### src/rtl/ram_if_arbiter.sv
// rtl/ram_if_arbiter.sv - two-to-one Ram_if merge with round-robin or fixed-priority grant
module ram_if_arbiter #(
    parameter bit ROUND_ROBIN = 1'b1,
    parameter int ADDR_W      = 32,
    parameter int DATA_W      = 32,
    parameter int BE_W        = DATA_W / 8
) (
    input  logic              clk,
    input  logic              reset,

    input  logic              in_0_en_i,
    input  logic [ADDR_W-1:0] in_0_addr_i,
    input  logic [DATA_W-1:0] in_0_data_w_i,
    input  logic              in_0_we_i,
    input  logic [BE_W-1:0]   in_0_be_i,
    output logic [DATA_W-1:0] in_0_data_r_o,
    output logic              in_0_delay_o,

    input  logic              in_1_en_i,
    input  logic [ADDR_W-1:0] in_1_addr_i,
    input  logic [DATA_W-1:0] in_1_data_w_i,
    input  logic              in_1_we_i,
    input  logic [BE_W-1:0]   in_1_be_i,
    output logic [DATA_W-1:0] in_1_data_r_o,
    output logic              in_1_delay_o,

    output logic              out_en_o,
    output logic [ADDR_W-1:0] out_addr_o,
    output logic [DATA_W-1:0] out_data_w_o,
    output logic              out_we_o,
    output logic [BE_W-1:0]   out_be_o,
    input  logic [DATA_W-1:0] out_data_r_i,
    input  logic              out_delay_i
);

    logic busy_q, busy_d;
    logic owner_q, owner_d;
    logic last_q, last_d;

    logic blocked;
    logic grant_valid;
    logic winner;
    logic granted_0;
    logic granted_1;

    // A memory stall on the request in flight freezes arbitration entirely.
    assign blocked = busy_q & out_delay_i;

    always_comb begin
        grant_valid = 1'b0;
        winner      = 1'b0;
        if (!blocked) begin
            if (in_0_en_i && in_1_en_i) begin
                grant_valid = 1'b1;
                winner      = ROUND_ROBIN ? ~last_q : 1'b0;
            end else if (in_0_en_i) begin
                grant_valid = 1'b1;
            end else if (in_1_en_i) begin
                grant_valid = 1'b1;
                winner      = 1'b1;
            end
        end
    end

    assign granted_0 = grant_valid & ~winner;
    assign granted_1 = grant_valid & winner;

    assign out_en_o     = grant_valid;
    assign out_we_o     = grant_valid & (winner ? in_1_we_i : in_0_we_i);
    assign out_addr_o   = winner ? in_1_addr_i   : in_0_addr_i;
    assign out_data_w_o = winner ? in_1_data_w_i : in_0_data_w_i;
    assign out_be_o     = winner ? in_1_be_i     : in_0_be_i;

    assign in_0_data_r_o = out_data_r_i;
    assign in_1_data_r_o = out_data_r_i;

    assign in_0_delay_o = (busy_q & ~owner_q & out_delay_i) | (in_0_en_i & ~granted_0);
    assign in_1_delay_o = (busy_q &  owner_q & out_delay_i) | (in_1_en_i & ~granted_1);

    always_comb begin
        busy_d  = busy_q;
        owner_d = owner_q;
        last_d  = last_q;
        if (!blocked) begin
            busy_d = grant_valid;
            if (grant_valid) begin
                owner_d = winner;
                last_d  = winner;
            end
        end
    end

    // last_q resets to 1 so that in_0 wins the first contention.
    always_ff @(posedge clk) begin
        if (reset) begin
            busy_q  <= 1'b0;
            owner_q <= 1'b0;
            last_q  <= 1'b1;
        end else begin
            busy_q  <= busy_d;
            owner_q <= owner_d;
            last_q  <= last_d;
        end
    end

endmodule

### config.mk
export PLATFORM = sky130hd
export DESIGN_NAME = ram_if_arbiter
export DESIGN_NICKNAME = d
export VERILOG_FILES = /design/src/rtl/ram_if_arbiter.sv
export SDC_FILE = /design/constraint.sdc
export NUM_CORES = 1
export LEC_CHECK = 0
export CAP_MARGIN = 30
export CORE_AREA = 4 4 119 121
export DETAILED_ROUTE_END_ITERATION = 6
export DIE_AREA = 0 0 123 125
export SLEW_MARGIN = 10
export SYNTH_ARGS = -nofsm -noshare
export SYNTH_HDL_FRONTEND = slang
export SYNTH_SLANG_ARGS = --single-unit
export TNS_END_PERCENT = 10
### constraint.sdc
create_clock -name clk -period 1.85 [get_ports clk]
set_input_delay 0.2775 -clock clk [delete_from_list [all_inputs] [get_ports clk]]
set_output_delay 0.2775 -clock clk [all_outputs]
set_load 0.05 [all_outputs]
**After elaboration in Yosys (flattened, before gate mapping)**

Index checks and enable logic that the tools add are counted.

- Bitwise gates (word level): 18
- Reductions and logical operators: 2
- Multiplexer cells: 11

Operators with widths:

| kind | count |
|---|---|
| $mux W32 | 2 |
| $and A1 B1 Y1 | 10 |
| $mux W1 | 8 |
| $not A1 Y1 | 6 |
| $mux W4 | 1 |
| $or A1 B1 Y1 | 2 |
| $reduce_and A2 Y1 | 1 |
| $logic_and A1 B1 Y1 | 1 |

- Register bits after elaboration: 3
- Bits of input ports: 175

**Longest topological paths before layout**

- Word-level depth: 9
- Gate-level depth with buffers: 4
- Gate-level depth less buffers: 3

**Worst setup path after synthesis**

No wires, ideal clock.

- Path type: register to output
- Start: register last_q
- End: output port out_we_o
- Path slack: 0.218 ns
- Required time: 1.572 ns
- Cell stages (with the launch flop): 4
- Arrival time: 1.354 ns
- Path through: dfxtp_1 -> a21boi_2 -> a32oi_1 -> a21oi_1

- Cells in the longest elaborated chain, start to end: 5

RTL lines:

| what | RTL line | RTL |
|---|---|---|
| from (decl) | 38 | `logic last_q, last_d;` |
| from (signal assigned) | 102 | `last_q <= last_d;` |
| $not A1 Y1 | 55 | `winner = ROUND_ROBIN ? ~last_q : 1'b0;` |
| $mux W1 | 53 | `if (in_0_en_i && in_1_en_i) begin` |
| $mux W1 | 52 | `if (!blocked) begin` |
| $mux W1 | 69 | `assign out_we_o = grant_valid & (winner ? in_1_we_i : in_0_we_i);` |
| $and A1 B1 Y1 | 69 |  |
| to (decl) | 30 | `output logic out_we_o,` |

No other way between the ends.

**Final worst setup path**

- Start: register last_q
- End: output port out_data_w_o[9]

- Cells in the longest elaborated chain, start to end: 4

RTL lines:

| what | RTL line | RTL |
|---|---|---|
| $not A1 Y1 | 55 |  |
| $mux W1 | 53 |  |
| $mux W1 | 52 |  |
| $mux W32 | 71 | `assign out_data_w_o = winner ? in_1_data_w_i : in_0_data_w_i;` |
| to (decl) | 29 | `output logic [DATA_W-1:0] out_data_w_o,` |

No other way between the ends.

==> impl_metrics.py <==
metrics = {
    "setup_path": {
        "startpoint_type": "register",
        "cp.arrival_ns": 1.61,
        "crit_family": "buffers and inverters",
        "crit_path_end_kind": "output port",
        "crit_path_top_delay_cell": "dfxtp_2",
        "path_cells": "a21boi_4 -> nand2_4 -> buf_4 -> buf_12 -> mux2_4 -> buf_12",
        "regToRegSetupSlack_ns": 0.82,
        "r2r-start": "last_q$_SDFFE_PP1P_",
        "crit_type": "reg -> out",
        "crit_buf_inv": 3,
        "critPathMaxFanout": 16,
        "rr_worst_depth": 5,
        "cp_common_cell": "buf_12",
        "reg2reg_to": "owner_q$_SDFFE_PP0P_",
        "critPathRequiredTime_ns": 1.57,
        "critPathMaxStageDelay_ns": 0.33,
    },
    "sta": {
        "worst_slack_ns": -0.0341,
        "fmax_mhz": 531,
        "whs_ns": 0.496,
        "min_period_ns": 1.88,
        "rsz0062_at_grt": "true",
        "timing.final.hold_violations": 0,
        "period_share_pct": 102,
        "worstMarginPinSlew_ns": 0.256,
        "timing.slew.headroom_pct": 83.0,
        "finClkSkew_ns": 0.00175,
        "setup_viol": 22,
        "report.final.slew_viol_count": 0,
    },
    "min_path": {
        "holdCritPathClass": "reg -> reg",
        "hold_path_depth": 2,
        "min_to": "owner_q$_SDFFE_PP0P_",
        "worstHoldStart": "owner_q$_SDFFE_PP0P_",
    },
    "synth": {
        "syn_inst": 161,
        "synth.most_common_cell": "mux2_2",
        "netlist_area_sq_um": 1500,
        "syn_avg_cell_area_sq_um": 9.31,
        "synthTopCellsByCount": "68 x mux2_2, 64 x buf_4, 7 x buf_6, 6 x a21oi_1",
        "ys_types": 15,
        "synthFlopType": "dfxtp_1",
        "ys_warn_count": 0,
        "synthTopCellsByArea": "mux2_2 51%, buf_4 32%, buf_6 5.3%",
        "synth_top_area_share_pct": 51.1,
        "ys_ff_latch": 3,
        "synth.net_count": 336,
        "ys_seq_area_share_pct": 4.01,
        "synth_top_cell_by_area": "mux2_2",
        "synth_edf_count": 0,
        "ys_async_sr_fraction_pct": 0,
    },
    "clock_tree": {
        "numCtsBuffers": 3,
        "cts_hold_buf": 0,
        "cts_tree": "yes",
        "path_clk_slew_ns": 0.03,
        "clock-root-buffer": "clkbuf_16",
        "cts.sinks": 3,
        "cts.htree.levels": 1,
        "clkLatencyLatePin_ns": 0.22,
        "cts_buffer_depth": 2,
    },
    "global_routing": {
        "grt_pass1_wl_um": 12000,
        "grt_pass1_vias": 2141,
        "grt.total_usage_pct": 10.3,
        "grt_max_degree": 17,
        "antenna_found_initial": 1,
        "globalRoute.totalOverflow": 0,
    },
    "cells_and_area": {
        "nets": 504,
        "drive_above_1_share_pct": 51.2,
        "fill_cells": 1297,
        "fin_util_pct": 33.9,
        "antenna_cells": 0,
        "areaGrowthSynthToFinish_pct": 196,
        "fin_area_sq_um": 4440,
        "fin_cells": 504,
    },
    "floorplanning": {
        "start_util_pct": 11.5,
        "chipWidth_um": 123,
        "die-area_sq_um": 15400,
        "num_rows": 42,
        "io_pins": 311,
        "coreArea_sq_um": 13100,
        "die_h_um": 125,
    },
    "route": {
        "post-route-drc-count": 0,
        "drtAntennaViolNets": 0,
        "first_iter_violations": 44,
        "dr.pass1.iters": 4,
        "totalWireLength_um": 8580,
        "via_count": 1829,
        "viasPerCell": 3.63,
        "detail_route.wl_per_cell_um": 17.0,
    },
    "placement": {
        "place_congestion": 0.797,
        "dpl.hpwl_um": 7110,
        "portBuffers": 214,
        "post-place-cells": 490,
        "dpl_cell_area_sq_um": 4120,
    },
    "power": {
        "irDropWorstVdd_mv": 0.249,
        "p_leak_nw": 1.84,
        "powerDensity_nw_per_um2": 514,
    },
    "run_status": {
        "violations": "negative setup slack",
        "status": "finished with violations",
    },
    "run": {
        "max_cap_violations": 0,
    },
}
==> worst reg2reg max path: cells and delay by family (launching register included) <==
kind / cells / cell delay, ns
AO/OA/AOI/OAI: 2 / 0.27
AND/OR/NAND/NOR: 1 / 0.09
flip-flops: 1 / 0.33
buffers and inverters: 2 / 0.27
==> registers in the layout (all words and copies together) (netlist names) <==
| name | flops |
|---|---|
| owner_q | 1 |
| last_q | 1 |
| busy_q | 1 |
==> power by group <==
part           switching [W]  internal (W)
Combinational       0.000832       0.00103
Sequential        0.00000544     0.0000712
Clock              0.0000612      0.000285
Total               0.000898       0.00138
==> worst max path at each step <==
stage                                   start  cells after the start               to  slack [ns]
after global placement              in_1_en_i                      6  out_data_w_o[9]       -0.20
final                     last_q$_SDFFE_PP1P_                      6  out_data_w_o[9]       -0.03
after floorplan           last_q$_SDFFE_PP1P_                      3         out_we_o        0.22
after detailed placement          out_delay_i                      6  out_data_w_o[9]       -0.23
after CTS                 last_q$_SDFFE_PP1P_                      6  out_data_w_o[9]       -0.04
after global routing      last_q$_SDFFE_PP1P_                      6  out_data_w_o[9]       -0.08
==> cell usage in the layout (no fill, tap or decap) <==
| master | Yosys | final |
|---|---|---|
| dfxtp_2 | 0 | 2 |
| buf_6 | 7 | 2 |
| clkdlybuf4s50_1 | 0 | 139 |
| a21oi_1 | 6 | 6 |
| o2bb2ai_1 | 1 | 1 |
| clkbuf_1 | 0 | 1 |
| buf_4 | 64 | 11 |
| inv_1 | 2 | 2 |
| nor2_1 | 1 | 1 |
| mux2_2 | 68 | 54 |
| a31oi_1 | 1 | 1 |
| nand2_4 | 1 | 1 |
| buf_12 | 0 | 75 |
| or2b_1 | 1 | 1 |
| buf_16 | 0 | 3 |
| nand2_1 | 3 | 2 |
| a21boi_4 | 0 | 1 |
| nand2_2 | 0 | 1 |
| clkbuf_16 | 0 | 4 |
| o21bai_1 | 1 | 1 |
| clkdlybuf4s15_1 | 0 | 2 |
| dfxtp_1 | 3 | 1 |
| mux2_4 | 0 | 14 |
| a32oi_1 | 1 | 1 |
| dlygate4sd2_1 | 0 | 1 |
==> what timing repair did <==
item	4_1_cts	5_1_grt
buffers inserted	5	1
cloned	3	1
pin swaps	2	2
gates resized for setup	25	3
setup endpoints to repair	69	68
==> metal layers <==
| layer | track usage (%) | wire length [um] |
|---|---|---|
| met1 | 10.3 | 2720 |
| met2 | 18.8 | 4440 |
| met3 | 4.79 | 1250 |
| met4 | 2.87 | 156 |
| met5 | 0 | 20 |
==> metrics by stage <==
step / TNS [ns] / power (W) / setup WS, ns
CTS: -1.15 / 0.00229 / -0.0424
global placement: -11.44 / 0.00184 / -0.205
detailed placement: -13.03 / 0.00185 / -0.230
global route: -3.36 / 0.00236 / -0.0765
floorplan: 0 / 0.00121 / 0.218
finish: -0.142 / 0.00228 / -0.0341
==> logic make-up (layout without fill, tap and decap cells) <==
group	Yosys count	count (layout)	synth area share, %
compound gates	11	11	4.84
buf+inv	73	240	37.8
flops	3	3	4.01
mux	68	68	51.1
simple gates	6	6	2.25
==> area by class of cell <==
cell class	count	area, sq um	share of cell area (%)
inverters	2	7.51	0.169
repair buffers	234	3130	70.6
well taps	176	220	4.96
flip-flops and latches	3	62.6	1.41
multi-input cells	85	935	21.1
clock buffers	4	78.8	1.78
No activity file was read; power rests on OpenSTA's default activity.
==> patch 1: new RTL, same settings <==
Change the parameter `ROUND_ROBIN` from 1'b1 to 1'b0.
--- a/src/rtl/ram_if_arbiter.sv
+++ b/src/rtl/ram_if_arbiter.sv
@@ -1,6 +1,6 @@
 // rtl/ram_if_arbiter.sv - two-to-one Ram_if merge with round-robin or fixed-priority grant
 module ram_if_arbiter #(
-    parameter bit ROUND_ROBIN = 1'b1,
+    parameter bit ROUND_ROBIN = 1'b0,
     parameter int ADDR_W      = 32,
     parameter int DATA_W      = 32,
     parameter int BE_W        = DATA_W / 8
Formal check against the unedited RTL: not equivalent (Yosys sat finds a counterexample within 4 cycles, from zero or initial values and one cycle with reset high).
==> patch 1 against the unedited design <==
- fmax grew 4.4%
- clock skew about the same
- routed wire length up 0.27%
- register-to-register slack better by 0.11 ns
- total power down 21%
- area after synthesis unchanged
- setup slack improved by 0.079 ns
- largest power group unchanged
- sequential cell count is 1 lower
- highest routed layer is now met4
- worst hold slack got worse by 0.073 ns
- final cell count down 2.0%
- cell area is 12% lower
==> patch 1: results (changes against the unedited design) <==
* Via density at 3.60 (-0.76%)
* Outcome: complete, no violations
* Hold_sp: in_0_en_i
* Worst Hold End: owner_q
* FF-to-FF Start: busy_q
* Worst Hold Class: in2reg
* Initial antenna violation count at 0 (-1)
* Clock Skew at 0.00136 ns (-0.000390 ns)
* N_diodes at 0 (unchanged)
* Largest net degree at the start of global routing at 15 (-2)
* Crit Path Max Fanout at 7 (-9)
* Top Registers: busy_q x1, owner_q x1
* Hold_ws at 0.424 ns (-0.0726 ns)
* R2r endpoint: owner_q
* Met1 GRT Util at 8.71% (-1.6 points)
* Post-Place Setup Slack at -0.232 ns (-0.00232 ns)
* Asr flop ratio synth at 0% (unchanged)
* Hold depth at 3 (+1)
* Initial drt markers at 11 (-75%)
* CTS Root Cell: clkbuf_16
* Top Layer Used: met4
* TritonCTS Buffers at 3 (unchanged)
* H-tree Lvls at 1 (unchanged)
* Worst Reg-to-Reg Cells at 4 (-1)
* Placed instance count at 483 (-1.4%)
* WL met1 at 2520 um (-7.5%)
* Cell internal pwr at 1.06 mW (-23%)
* Maximum vdd drop at 0.000429 V (+72%)
* Pre-antenna DRT Iters at 2 (-2)
* Slew Limit Headroom at 79.7% (-3.3 points)
* Met3 usage in global routing at 5.42% (+0.63 points)
* Placed instance area at 3540 um^2 (-14%)
* Top cells by area, synth: mux2_2 (36%), buf_4 (32%), mux2_4 (20%), dfxtp_1 (2.7%), buf_6 (2.3%)
* Nets at 495 (-1.8%)
* Global-route wire length before repair at 11500 um (-4.5%)
* Vias in the first global route at 2069 (-3.4%)
* Commonest cells post-synth: buf_4 (64), mux2_2 (48), mux2_4 (20)
* Proportion of layout cells with a drive suffix above 1 at 51.9% (+0.67 points)
* Clock latency on the worst-skew pair at 0.22 ns (about the same)
* Post-DR wirelength/cell at 17.4 um (+2.3%)
* Syn nets at 331 (-1.5%)
* R2R Setup Slk at 0.93 ns (+0.11 ns)
* Post-Synthesis Cells at 156 (-3.1%)
* Metal3 WL at 1510 um (+21%)
* Leakage at 1.65 nW (-10%)
* Met2 Wirelength at 4490 um (+1.1%)
* RePlAce Congestion at 0.703 (-12%)
* Netlist cell types at 15 (unchanged)
* Hpwl dp at 7030 um (-1.1%)
* Layout Cells excl Fill at 494 (-2.0%)
* GR Util met2 at 19.3% (+0.45 points)
* Synth Flop Type: dfxtp_1
* Hold Buf Count CTS at 0 (unchanged)
* GRT Overall Usage at 9.78% (-0.51 points)
* CTS Buffer Depth at 2 (unchanged)
* Worst-path clk slew at 0.03 ns (about the same)
* Post-synthesis sequential area ratio at 2.67% (-1.3 points)
## patch 1: power groups by stage
stage	Sequential, mW	Combinational [mW]	Clock [mW]
final	0.0495	1.43	0.318
after global routing	0.0501	1.49	0.331
after CTS	0.0501	1.42	0.322
after detailed placement	0.0493	1.35	0
after global placement	0.0491	1.35	0
after floorplan	0.0486	1.05	0
## patch 1: repair_timing
| item | CTS | global route |
|---|---|---|
| cloned | 3 | 1 |
| pin swaps | 2 | 1 |
| gates resized for setup | 31 | 14 |
| buffers inserted | 4 | 0 |
| setup endpoints to repair | 68 | 27 |
## patch 1: area by class of cell
| class | count | area, um^2 |
|---|---|---|
| Inverter | 1 | 3.75 |
| Multi-Input combinational cell | 82 | 942 |
| Timing Repair Buffer | 230 | 2600 |
| Clock buffer | 3 | 75.1 |
| Fill cell | 1321 | 9200 |
| Tap cell | 176 | 220 |
| Sequential cell | 2 | 43.8 |
## patch 1: worst max-delay path by stage
stage,slack (ns),cells after the start,startpoint,end
after CTS,0.003,6,busy_q,out_data_w_o[0]
final,0.05,6,busy_q,out_data_w_o[5]
after global placement,-0.20,6,out_delay_i,out_addr_o[23]
after floorplan,0.32,5,busy_q,out_be_o[0]
after detailed placement,-0.23,6,out_delay_i,out_addr_o[20]
after global routing,-0.008,6,busy_q,out_data_w_o[0]
## patch 1: logic make-up (layout without fill, tap and decap cells)
group | after synthesis | after routing | share of synthesized area (%)
muxes | 68 | 68 | 56.1
DFF | 2 | 2 | 2.67
and+or+nand+nor | 6 | 6 | 2.34
buffers and inverters | 72 | 234 | 35.9
AOI/OAI and AO/OA | 8 | 8 | 3.00
## patch 1: critical path: stages (launching register included)
cell	delay, ns
dfxtp_4	0.35
nand2_4	0.07
nand2_8	0.10
buf_6	0.13
clkbuf_16	0.15
mux2_2	0.34
buf_6	0.16
==> patch 2: new RTL, config.mk and constraints unchanged <==
Made on the original files. Register the output `out_we_o`, without a reset; this adds one clock of latency there. The other outputs are not delayed to match.
--- a/src/rtl/ram_if_arbiter.sv
+++ b/src/rtl/ram_if_arbiter.sv
@@ -66,7 +66,9 @@
     assign granted_1 = grant_valid & winner;
 
     assign out_en_o     = grant_valid;
-    assign out_we_o     = grant_valid & (winner ? in_1_we_i : in_0_we_i);
+    always_ff @(posedge clk) begin
+        out_we_o <= grant_valid & (winner ? in_1_we_i : in_0_we_i);
+    end
     assign out_addr_o   = winner ? in_1_addr_i   : in_0_addr_i;
     assign out_data_w_o = winner ? in_1_data_w_i : in_0_data_w_i;
     assign out_be_o     = winner ? in_1_be_i     : in_0_be_i;
Behaviour: not the same (Yosys sat finds a counterexample within 4 cycles, from zero or initial values and one cycle with reset high).
==> patch 2 against the unedited design <==
- routed wire length down 9.7%
- total power down 3.7%
- synthesized cell count up 0.62%
- global-route usage down 1.4 points
- the run still ends with negative setup slack left
- critical endpoint is now out_data_w_o[2]
- area after synthesis up 1.3%
- sequential cell count up 1
- clock skew down 0.0017 ns
- count of clock-buffer cells in the layout down 1
- via count down 3.7%
- setup slack better by 0.012 ns
- cell area down 4.3%
==> patch 2: results (changes against the unedited design) <==
* Worst Hold Class: in2reg
* Avg Cell Area, Syn at 9.38 um^2 (+0.71%)
* Largest net degree at the start of global routing at 31 (+14)
* Hold_sp: out_delay_i
* Outcome: finished with violations
* RePlAce Congestion at 0.741 (-7.1%)
* Worst endpoint data arrival time at 1.59 ns (-0.02 ns)
* CTS Buffer Depth at 2 (unchanged)
* Placed instance count at 488 (-0.41%)
* Hold depth at 2 (unchanged)
* Commonest cells post-synth: mux2_2 (68), buf_4 (64), buf_6 (7)
* Placed instance area at 4110 um^2 (-0.30%)
* CTS Root Cell: clkbuf_16
* Syn nets at 337 (+0.30%)
* Clock Skew at 0.0000149 ns (-0.00174 ns)
* Hold_ws at 0.449 ns (-0.0475 ns)
* Via density at 3.56 (-1.8%)
* Synth Flop Type: dfxtp_1
* Metal3 WL at 1170 um (-6.3%)
* Top cells by area, synth: mux2_2 (50%), buf_4 (32%), dfxtp_1 (5.3%), buf_6 (5.2%), a21oi_1 (2.0%)
* Maximum vdd drop at 0.000223 V (-10%)
* Proportion of layout cells with a drive suffix above 1 at 50.0% (-1.2 points)
* Met2 Wirelength at 4080 um (-8.2%)
* R2r endpoint: out_we_o
* Vias in the first global route at 1973 (-7.8%)
* Worst Hold End: out_we_o
* Initial antenna violation count at 0 (-1)
* Post-DR wirelength/cell at 15.7 um (-7.9%)
* Final worst slack at -0.0217 ns (+0.0125 ns)
* Top Layer Used: met4
* R2R Setup Slk at 0.78 ns (-0.04 ns)
* Number of buffers added on ports at 214 (unchanged)
* Total number of vias at 1761 (-3.7%)
* Initial drt markers at 10 (-77%)
* H-tree Lvls at 1 (unchanged)
* Global-route wire length before repair at 10700 um (-11%)
* GRT Overall Usage at 8.92% (-1.4 points)
* Failing checks: negative setup slack
* Post-synthesis sequential area ratio at 5.27% (+1.3 points)
* Hpwl dp at 6780 um (-4.6%)
* Setup violators final at 15 (-32%)
* Worst Reg-to-Reg Cells at 4 (-1)
* WL met1 at 2460 um (-9.4%)
* Slew Limit Headroom at 67.1% (-16 points)
* Crit Path Max Fanout at 15 (-1)
* Nets at 495 (-1.8%)
* Leakage at 1.70 nW (-7.6%)
patch 2: changes by cell type after synthesis, sizes merged:
cell / before / now
dfxtp: 3 / 4
patch 2: stage by stage:
stage	worst slack, ns	power (mW)	setup TNS [ns]
6_report	-0.0217	2.20	-0.143
5_1_grt	-0.0749	2.28	-1.34
4_1_cts	-0.0548	2.23	-0.545
3_5_place_dp	-0.283	1.85	-17.16
3_3_place_gp	-0.258	1.84	-15.50
2_1_floorplan	0.294	1.24	0
patch 2: cells by family (layout without fill, tap and decap cells):
group / Yosys count / after routing / share of synthesized area (%)
compound gates: 11 / 11 / 4.78
flops: 4 / 4 / 5.27
mux: 68 / 68 / 50.4
buf+inv: 73 / 229 / 37.3
simple gates: 6 / 6 / 2.22
patch 2: what timing repair did:
| action | 4_1_cts | 5_1_grt |
|---|---|---|
| buffers inserted | 3 | 0 |
| pin swaps | 2 | 2 |
| gates cloned | 1 | 0 |
| gates resized for setup | 11 | 3 |
| endpoints found under the setup margin | 68 | 62 |
patch 2: how the worst max path moves through the flow:
stage                         start              end  slack (ns)  cells after the start
after global routing         last_q  out_data_w_o[2]       -0.07                      6
after detailed placement  in_1_en_i   out_addr_o[27]       -0.28                      6
after CTS                    last_q   out_addr_o[27]       -0.05                      6
final                     in_1_en_i  out_data_w_o[2]       -0.02                      7
after global placement    in_1_en_i   out_addr_o[27]       -0.26                      6
after floorplan              last_q     in_0_delay_o        0.29                      2
patch 2: critical path, cell delays in order:
cell	delay, ns
clkdlybuf4s15_2	0.22
a21boi_4	0.22
nand2_4	0.11
buf_12	0.14
buf_12	0.14
mux2_2	0.31
buf_12	0.16
patch 2: cell type report:
type	count	area [um^2]
fill	1314	8840
timing repair buffer	224	2970
multi-input combinational	85	886
tap	176	220
sequential	4	82.6
clock buffer	3	75.1
inverter	2	7.51
patch 2: layer usage:
layer / vias up / track usage (%)
li1: 812 / -
met1: 772 / 8.60
met2: 168 / 17.6
met3: 9 / 3.48
met4: 0 / 1.63
met5: - / 0
patch 2: power breakdown:
part           internal (mW)  switching (mW)  leakage, nW
sequential            0.0950         0.00537       0.0333
combinational          0.962           0.801         1.63
clock                  0.276          0.0566       0.0370
